[config.mk]
export PLATFORM = sky130hd
export DESIGN_NAME = pc_sequencer
export DESIGN_NICKNAME = d
export VERILOG_FILES = /design/src/rtl/pc_sequencer.sv
export SDC_FILE = /design/constraint.sdc
export NUM_CORES = 1
export LEC_CHECK = 0
export CORE_ASPECT_RATIO = 0.75
export CORE_UTILIZATION = 40
export DETAILED_ROUTE_END_ITERATION = 16
export GPL_TIMING_DRIVEN = 0
export PLACE_DENSITY = 0.81
export SYNTH_ARGS = -nofsm -noshare
export SYNTH_HDL_FRONTEND = slang
export SYNTH_SLANG_ARGS = --single-unit
[constraint.sdc]
create_clock -name clk -period 2.8 [get_ports clk]
set_input_delay 0.28 -clock clk [delete_from_list [all_inputs] [get_ports clk]]
set_output_delay 0.28 -clock clk [all_outputs]
set_load 0.02 [all_outputs]
[src/rtl/pc_sequencer.sv]
// pc_sequencer: owns the datapath program counter; run/pause/step control, halt sentinel, misalignment fault, retired count.
// Latency: pc and retired update one clk edge after the inputs are sampled; status flags are decoded from the state register.
// Backpressure: halt_req pauses the PC; step advances one instruction per cycle while held; HALT/FAULT freeze until rst_n.
//
// Ports:
//   clk, rst_n            clock (rising edge), asynchronous active-low reset
//   start, step, halt_req level-sensitive run / single-step / pause controls
//   pcf_in                next PC from the datapath (pc+4, branch or jump target)
//   instruction           instruction word currently fetched at pc
//   pc                    registered program counter
//   pc_valid              high in RUN and PAUSE
//   halted, fault         high in HALT / FAULT respectively
//   retired               count of PC updates taken, saturating at 16'hFFFF
module pc_sequencer #(
   parameter logic [31:0] RESET_PC  = 32'd4,
   parameter logic [31:0] HALT_WORD = 32'hFFFF_FFFF
) (
   input  logic        clk,
   input  logic        rst_n,
   input  logic        start,
   input  logic        step,
   input  logic        halt_req,
   input  logic [31:0] pcf_in,
   input  logic [31:0] instruction,
   output logic [31:0] pc,
   output logic        pc_valid,
   output logic        halted,
   output logic        fault,
   output logic [15:0] retired
);

   typedef enum logic [2:0] {
      S_IDLE  = 3'd0,
      S_RUN   = 3'd1,
      S_PAUSE = 3'd2,
      S_HALT  = 3'd3,
      S_FAULT = 3'd4
   } state_t;

   state_t state;

   // Advance-check decode; halt sentinel outranks misalignment.
   logic is_halt_word;
   logic is_misaligned;

   assign is_halt_word  = (instruction == HALT_WORD);
   assign is_misaligned = (pcf_in[1:0] != 2'b00);

   always_ff @(posedge clk or negedge rst_n) begin
      if (!rst_n) begin
         state   <= S_IDLE;
         pc      <= RESET_PC;
         retired <= 16'd0;
      end else begin
         case (state)
            S_IDLE: begin
               pc <= RESET_PC;
               // start only arms the sequencer; the first update happens next edge.
               if (start) begin
                  state <= S_RUN;
               end
            end
            S_RUN: begin
               if (halt_req) begin
                  state <= S_PAUSE;
               end else if (is_halt_word) begin
                  state <= S_HALT;
               end else if (is_misaligned) begin
                  state <= S_FAULT;
               end else begin
                  pc <= pcf_in;
                  if (retired != 16'hFFFF) begin
                     retired <= retired + 16'd1;
                  end
               end
            end
            S_PAUSE: begin
               // start beats step; resuming takes an edge with no update.
               if (start) begin
                  state <= S_RUN;
               end else if (step) begin
                  if (is_halt_word) begin
                     state <= S_HALT;
                  end else if (is_misaligned) begin
                     state <= S_FAULT;
                  end else begin
                     pc <= pcf_in;
                     if (retired != 16'hFFFF) begin
                        retired <= retired + 16'd1;
                     end
                  end
               end
            end
            S_HALT: begin
               state <= S_HALT;
            end
            S_FAULT: begin
               state <= S_FAULT;
            end
            default: begin
               state <= S_IDLE;
               pc    <= RESET_PC;
            end
         endcase
      end
   end

   assign pc_valid = (state == S_RUN) || (state == S_PAUSE);
   assign halted   = (state == S_HALT);
   assign fault    = (state == S_FAULT);

endmodule

==> impl_metrics.ini <==
[run_status]
status = completed

[placement]
hpwlAfterDp_um = 4644
gp_congestion = 0.7609
io_buffer_count = 119
post-place-ws_ps = 561.0

[clock_tree]
path_clk_slew_ps = 100
ctsLongestPathBuffers = 2
cts_buffers = 5
cts-root-buf = clkbuf_8
clock_latency_ps = 310
htreeDepth = 2
post_cts_buffers = 0
cts_tree = yes
cts.sinks = 51

[worst_setup_path]
crit_type = reg2out
path_max_fanout = 10
cp-end-kind = output port
cp.required_ps = 2520
critPathMaxStageDelay_ps = 670
critPathArrivalTime_ps = 1860
cp_slowest_cell = clkdlybuf4s50_1
cp-start-kind = flip-flop
path_cells = buf_2 -> nor3b_1 -> clkdlybuf4s50_1

[synth]
ys_seq_elements = 51
synthMuxAreaShare_pct = 0.4839
ys_top_cells_by_area = dfrtp_1 (54%), a22o_2 (8.2%), xnor2_1 (6.0%)
synth_top_family_by_area = simple AND/OR/NAND/NOR gates
synth_xor_area_share_pct = 6.022
synthTopCellsByCount = dfrtp_1 (50), a22o_2 (19), nand4_1 (16), xnor2_1 (16)
async_flop_share_pct = 100.0
ys_types = 41
yosys_warnings = 0
synth_compound_area_share_pct = 16.56
synth_fp_nets = 260
synth_ff_type = dfrtp_1
synth-edff-count = 0
synth_top_area_share_pct = 53.76
synth.avg_cell_area_um2 = 12.25
synth_top_area_cell = dfrtp_1
syn_area_um2 = 2327
seq_area_frac_synth_pct = 54.89
synthSimpleGateAreaFrac_pct = 17.85
syn_inst = 190
yosys.area_share.adder_pct = 0.5376
yosysMostFrequentCell = dfrtp_1

[finish]
drive_gt1_share_pct = 15.99
fillCellCount = 449
num_antenna_cells = 0
area_growth_pct = 60.43
final_nets = 388

[power_and_ir_drop]
p_leak_nw = 1.556
p_sw_share_pct = 36.92
pwr-share-clk_pct = 16.5
p_int_mw = 1.685
irDropWorstVdd_v = 0.0003912
power_frac_comb_pct = 46.8
pwr-share-seq_pct = 36.7
powerDensity_nw_per_um2 = 715.3
switching_power_mw = 0.9859

[detailed_routing]
routed-via-count = 1987
drt_pass1_iterations = 4
wirelength_um = 5886
drc = 0
post_drt_wl_per_cell_um = 14.94
viasPerCell = 5.043
drt_iter0_drc = 38
postRouteAntennaNets = 0

[global_route]
antenna_found_initial = 0
grt_max_degree = 31
first_global_vias = 2025
grt_pass1_wl_um = 9722
grt_use_total_pct = 20.83
overflow = 0

[sta]
rsz0062_at_grt = no
tightestPinTransition_ps = 589.0
slew_violations = 0
tns_ps = 0
relSlewSlack_pct = 60.41
finalClockSkew_ps = 11.07
finalCriticalPeriod_ps = 2144
finalCritPeriodShare_pct = 76.56
finalHoldViolCount = 0
setup_slack_ps = 656.3
max_freq_mhz = 466.5
finalSetupViolCount = 0

[floorplanning]
die_width_um = 90.08
design.core.area_um2 = 5468
initial_core_util_pct = 42.56
ios = 120
rows = 23
dieArea_um2 = 6130
die_h_um = 68.06

[hold_path]
worstHoldPathType = in2async

[job]
maxCapViolations = 0
## routing by layer
metal  wire, um  up-vias  GRT usage (%)
li1           -      964              -
met1       2508      938          24.93
met2       2713       74          33.49
met3        552       11          8.444
met4        112        0          9.879
met5          0        -              0
## cell usage in the layout, fill, tap and decap left out, types with 2 or more instances in the layout
master,instances
buf_6,4
inv_1,3
a22o_2,19
nand4_1,16
nor3_1,3
nor4_2,3
and3_1,4
dfrtp_1,50
nor2b_1,2
xnor2_1,16
clkbuf_8,5
and2_1,3
clkdlybuf4s50_1,118
nand3_1,10
nor2_1,7
nand2_1,10
buf_2,6
a22o_1,10
## stage by stage
step	hold WS [ps]	area, um^2	utilization [%]	total power [mW]	cells
final	479.9	3734	68.28	2.671	394
after global routing	486.3	3734	68.28	2.822	394
after CTS	477.0	3734	68.28	2.697	394
after detailed placement	283.6	3627	66.34	2.245	385
after global placement	469.0	3612	66.06	2.228	384
after floorplan	-15.59	2327	-	1.706	190
## layout make-up
cell class              count  area [um^2]  share of cell area, %
plain buffers              10        73.82                  1.977
multi-input cells         126        964.7                  25.84
repair buffers            121         1216                  32.57
flip-flops and latches     51         1277                  34.22
inverters                   3        11.26                 0.3016
well taps                  75        93.84                  2.513
clock buffers               5        68.82                  1.843
clock inverters             3        27.53                 0.7373
## timing repair
item,CTS,global route
gates resized for setup,0,0
endpoints found under the hold margin,20,0
hold buffers,1,0
## registers in the layout, indices dropped and copies added, names as in the netlist
| signal | cells |
|---|---|
| retired | 16 |
| pc | 32 |
| state | 3 |
## worst paths after layout
check                                     start                 endpoint  slack, ps  cells after the start
min reg2reg                   pc[2]$_DFFE_PN1P_        pc[2]$_DFFE_PN1P_        490                      2
min                                       rst_n        pc[7]$_DFFE_PN0P_        480                      2
min in group clk                      pcf_in[2]        pc[2]$_DFFE_PN1P_        490                      3
max in group asynchronous                 rst_n     state[2]$_DFFE_PN0P_       1780                      3
max reg2reg                state[1]$_DFFE_PN0P_  retired[14]$_DFFE_PN0P_        870                      6
max                        state[2]$_DFFE_PN0P_                    fault        660                      3
## critical path: cells and delay by family (launching register included)
family | cells | cell delay, ps
buffers and inverters | 2 | 910
flip-flops | 1 | 390
AND/OR/NAND/NOR | 1 | 270
## power by group through the flow
stage | clock network (mW) | registers [mW] | logic [mW]
final | 0.440 | 0.980 | 1.25
after floorplan | 0 | 1.13 | 0.580
after CTS | 0.458 | 0.980 | 1.26
after detailed placement | 0 | 0.988 | 1.26
after global routing | 0.489 | 0.999 | 1.33
after global placement | 0 | 0.991 | 1.24
## kinds of logic (layout without fill, tap and decap cells)
group / after synthesis / after routing
and+or+nand+nor: 68 / 68
DFF: 51 / 51
muxes: 1 / 1
AOI/OAI and AO/OA: 40 / 40
buffers and inverters: 13 / 142
adders and majority gates: 1 / 1
xor gates and xnor gates: 16 / 16
(Power assumes the default switching activity.)
